**src/rtl/mem_wb_skid_stage.sv**
```systemverilog
// mem_wb_skid_stage: MEM->WB valid/ready stage with optional 2-entry skid buffer,
// flush, run gating and a saturating back-pressure cycle counter.
module mem_wb_skid_stage #(
    parameter int DATA_W  = 32,
    parameter int PC_W    = 12,
    parameter int RD_W    = 5,
    parameter int SKID    = 1,
    parameter int STALL_W = 16
) (
    input  logic               clk,
    input  logic               reset,
    input  logic               run_en,
    input  logic               flush,
    input  logic               in_valid,
    output logic               in_ready,
    input  logic [DATA_W-1:0]  in_mem_read_data,
    input  logic [DATA_W-1:0]  in_alu_result,
    input  logic [PC_W-1:0]    in_pc_plus_4,
    input  logic [RD_W-1:0]    in_rd,
    input  logic [3:0]         in_ctrl,
    output logic               out_valid,
    input  logic               out_ready,
    output logic [DATA_W-1:0]  out_mem_read_data,
    output logic [DATA_W-1:0]  out_alu_result,
    output logic [PC_W-1:0]    out_pc_plus_4,
    output logic [RD_W-1:0]    out_rd,
    output logic [3:0]         out_ctrl,
    output logic [STALL_W-1:0] stall_cycles
);
    localparam int W = 2 * DATA_W + PC_W + RD_W + 4;

    logic [W-1:0]       in_bus, main_q, main_d, skid_q, skid_d;
    logic               out_valid_q, out_valid_d, skid_valid_q, skid_valid_d, rdy_q, rdy_d;
    logic [STALL_W-1:0] stall_q, stall_d;
    logic [3:0]         ctrl_raw;
    logic               accept, drain;

    assign in_bus = {in_mem_read_data, in_alu_result, in_pc_plus_4, in_rd, in_ctrl};
    // rdy_q is a registered "skid empty" flag; it is 0 out of reset so in_ready stays low until the first edge
    assign in_ready = run_en && rdy_q && (SKID != 0 || !out_valid_q || out_ready);
    assign accept = in_valid && in_ready;
    assign drain = run_en && out_valid_q && out_ready;

    always_comb begin
        main_d       = main_q;
        skid_d       = skid_q;
        out_valid_d  = out_valid_q;
        skid_valid_d = skid_valid_q;
        rdy_d        = rdy_q;
        stall_d      = stall_q;
        if (run_en) begin
            if (flush) begin
                out_valid_d  = 1'b0;
                skid_valid_d = 1'b0;
            end else if (skid_valid_q && drain) begin
                main_d       = skid_q;
                skid_valid_d = 1'b0;
            end else if (accept && (!out_valid_q || drain)) begin
                main_d      = in_bus;
                out_valid_d = 1'b1;
            end else if (accept) begin
                skid_d       = in_bus;
                skid_valid_d = 1'b1;
            end else if (drain) begin
                out_valid_d = 1'b0;
            end
            rdy_d = !skid_valid_d;
            if (out_valid_q && !out_ready && !flush && stall_q != '1)
                stall_d = stall_q + STALL_W'(1);
        end
    end

    always_ff @(posedge clk or negedge reset) begin
        if (!reset) begin
            main_q       <= '0;
            skid_q       <= '0;
            out_valid_q  <= 1'b0;
            skid_valid_q <= 1'b0;
            rdy_q        <= 1'b0;
            stall_q      <= '0;
        end else begin
            main_q       <= main_d;
            skid_q       <= skid_d;
            out_valid_q  <= out_valid_d;
            skid_valid_q <= skid_valid_d;
            rdy_q        <= rdy_d;
            stall_q      <= stall_d;
        end
    end

    assign {out_mem_read_data, out_alu_result, out_pc_plus_4, out_rd, ctrl_raw} = main_q;
    assign out_ctrl     = out_valid_q ? ctrl_raw : 4'b0;
    assign out_valid    = out_valid_q;
    assign stall_cycles = stall_q;
endmodule
```
**config.mk**
```make
export PLATFORM = sky130hd
export DESIGN_NAME = mem_wb_skid_stage
export DESIGN_NICKNAME = d
export VERILOG_FILES = /design/src/rtl/mem_wb_skid_stage.sv
export SDC_FILE = /design/constraint.sdc
export NUM_CORES = 1
export LEC_CHECK = 0
export CAP_MARGIN = 25
export CORE_MARGIN = 2
export CORE_UTILIZATION = 51
export CTS_CLUSTER_SIZE = 14
export DETAILED_ROUTE_END_ITERATION = 12
export GPL_TIMING_DRIVEN = 0
export PLACE_DENSITY = 0.8
export SYNTH_ARGS = -nofsm -noshare
export SYNTH_HDL_FRONTEND = slang
export SYNTH_SLANG_ARGS = --single-unit
```
**constraint.sdc**
```tcl
create_clock -name clk -period 2.06 [get_ports clk]
set_clock_uncertainty 0.05 [all_clocks]
set_input_delay 0.412 -clock clk [delete_from_list [all_inputs] [get_ports clk]]
set_output_delay 0.412 -clock clk [all_outputs]
set_load 0.01 [all_outputs]
```
==> impl_metrics.json <==
{
  "status": "finished, final reports clean",
  "grt_pass1_vias": 5931,
  "max_cap_viol_count": 0,
  "diodes": 0,
  "vdd_drop_max_v": 0.000623,
  "p_comb_frac": 0.342,
  "yosysTopAreaCell": "dfrtp_1",
  "p_leak_nw": 5.74,
  "synth_area_per_cell_um2": 11.9,
  "first_pass_iters": 4,
  "setup_tns_ps": 0,
  "final_util": 0.697,
  "dieArea_mm2": 0.0181,
  "grt_pass1_wl_mm": 30.4,
  "fin_ws_ps": 95.3,
  "path_cells": "clkdlybuf4s50_1",
  "slowest_stage": "clkdlybuf4s50_1",
  "netlist_area_mm2": 0.00870,
  "yosysSeqAreaShare": 0.543,
  "gp_congestion": 0.801,
  "dp_slack_ps": -336,
  "post-route-period-util": 0.954,
  "yosysTopAreaCellShare": 0.543,
  "io_buffers": 192,
  "antenna_left": 0,
  "layout-area-overhead-vs-synth_pct": 33.3,
  "crit_family": "buffers and inverters",
  "power_switching_w": 0.00387,
  "yosys-top-cells-count": "dfrtp_1 (189), nor2_1 (90), buf_4 (88)",
  "rows": 47,
  "synth_fp_nets": 821,
  "endpoint_kind": "output pin",
  "sequentialPowerShare": 0.418,
  "ys_top_cells_by_area": "dfrtp_1 (54%), mux2_2 (10%), mux2i_1 (9.8%)",
  "drive_gt1_frac": 0.255,
  "yosysMostFrequentCell": "dfrtp_1",
  "grt_max_degree": 98,
  "cts.sink_count": 189,
  "vias": 5935,
  "intPower_w": 0.0102,
  "cpPeakStageDelay_ps": 590,
  "async_flop_share": 1.00,
  "grtUsageTotal": 0.214,
  "vias_per_cell": 5.03,
  "finalSetupViolations": 0,
  "placed_cells": 1142,
  "worstPathBufferInverterCount": 1,
  "cts_root_buffer": "clkbuf_16",
  "stdcell_count": 1180,
  "wl_per_cell_um": 16.0,
  "start_util": 0.523,
  "slew_headroom": 0.508,
  "critPathKind": "reg -> out",
  "ys_types": 34,
  "synth_seq_cells": 189,
  "fp.dieH_um": 135,
  "rsz0062_at_grt": "no",
  "switching_share": 0.275,
  "worst_hold_slack_ps": 190,
  "crit_required_ps": 1600,
  "p_per_area_mw_per_mm2": 1210,
  "yosysWarnings": 0,
  "cts_buffers": 17,
  "core_area_mm2": 0.0166,
  "synth_cells": 729,
  "worstPathArrival_ps": 1500,
  "cts_tree": "yes",
  "fmax_ghz": 0.509,
  "drt_wl_total_mm": 18.9,
  "grt-ovfl-total": 0,
  "period_needed_ps": 1960,
  "dp_hpwl_mm": 13.2,
  "nNetsFinal": 1039,
  "io_pins": 194,
  "worstMarginPinSlew_ps": 738,
  "synth_edf_count": 0,
  "drcViolationCount": 0,
  "clk_latency_ps": 430,
  "htreeDepth": 4,
  "clock_path_buffers": 2,
  "antenna_found_initial": 0,
  "cts.clk_slew.worst_paths_ps": 70,
  "maxSlewViolCount": 0,
  "hold_path_class": "in -> reg",
  "yosys_most_used_dff": "dfrtp_1",
  "p_clk_frac": 0.240,
  "cp_max_fo": 6,
  "drtIter0Drc": 266,
  "die_x_um": 135,
  "hold_violations": 0,
  "critPathLaunchType": "register"
}
[stage by stage]
step,power [W],cell area (um^2)
floorplan,0.00853,8700
global placement,0.0106,10900
CTS,0.0142,11500
detailed placement,0.0108,10900
global route,0.0148,11600
finish,0.0140,11600
[layout make-up]
class,count,area [um^2]
buffer,120,877
clock buffer,19,443
clock inverter,13,166
fill,1260,5040
inverter,1,3.75
multi-input combinational,419,3110
sequential,189,4730
tap,220,275
timing repair buffer,199,2000
[logic make-up after synthesis]
kind of cell    synth area share
flops                      0.543
simple gates              0.0748
xor+xnor                  0.0121
compound gates            0.0558
buf+inv                    0.100
fa+ha+maj                0.00144
mux                        0.212
[path summary, 6_finish.rpt]
path                                               from  cells after the start                  endpoint  slack [ps]
setup reg to reg                  out_valid$_DFFE_PN0P_                      6    main_q[21]$_DFFE_PN0P_         160
setup / recovery           stall_cycles[13]$_DFFE_PN0P_                      1          stall_cycles[13]         100
hold reg to reg                  skid_q[81]$_DFFE_PN0P_                      1    skid_q[81]$_DFFE_PN0P_         440
max in group asynchronous                         reset                      3    skid_q[78]$_DFFE_PN0P_         530
min in group asynchronous                         reset                      2    skid_q[13]$_DFFE_PN0P_         540
hold / removal                                   run_en                      2  skid_valid_q$_DFFE_PN0P_         190
[placed cells by master (no fill, tap or decap), types with 2 or more instances in the layout]
cell type	Yosys	final
clkbuf_4	2	4
xor2_1	12	12
mux2_2	79	79
buf_6	7	7
clkinv_2	0	3
and3_1	2	2
clkbuf_16	0	17
buf_2	23	20
clkinvlp_4	0	2
nand3_1	3	3
clkdlybuf4s50_1	0	187
nor3_1	7	7
nand2_1	11	11
nand4_1	7	7
dlygate4sd2_1	0	4
mux2i_1	85	85
a21oi_1	86	86
clkinv_4	0	4
nor2_1	90	90
and2_1	5	5
o21ai_0	6	6
dfrtp_1	189	189
bufinv_16	0	3
buf_4	88	94
nor3b_1	2	2
and4_1	2	2
mux2_1	8	8
[routing by layer]
layer	routed length, um	track usage
met1	8590	0.293
met2	9200	0.344
met4	204	0.0655
met5	0	0
met3	939	0.0488
[power by group through the flow]
stage	Clock, W	Combinational, W	Sequential [W]
final	0.00337	0.00480	0.00587
after global placement	0	0.00474	0.00587
after detailed placement	0	0.00486	0.00592
after CTS	0.00344	0.00487	0.00587
after floorplan	0	0.00280	0.00574
after global routing	0.00360	0.00519	0.00605
[sequential cells by signal, indices dropped and copies added (netlist names)]
name and cells:
main_q 85, skid_q 85, stall_cycles 16, out_valid 1
rdy_q 1, skid_valid_q 1
[repair_timing]
| action | in CTS | in global routing |
|---|---|---|
| setup buffers | 0 | 5 |
| gates resized for setup | 4 | 5 |
| hold buffers | 1 | 0 |
| setup endpoints to repair | 4 | 85 |
| hold endpoints to repair | 45 | 0 |
| pin swaps | 0 | 1 |
(Power assumes the default switching activity.)
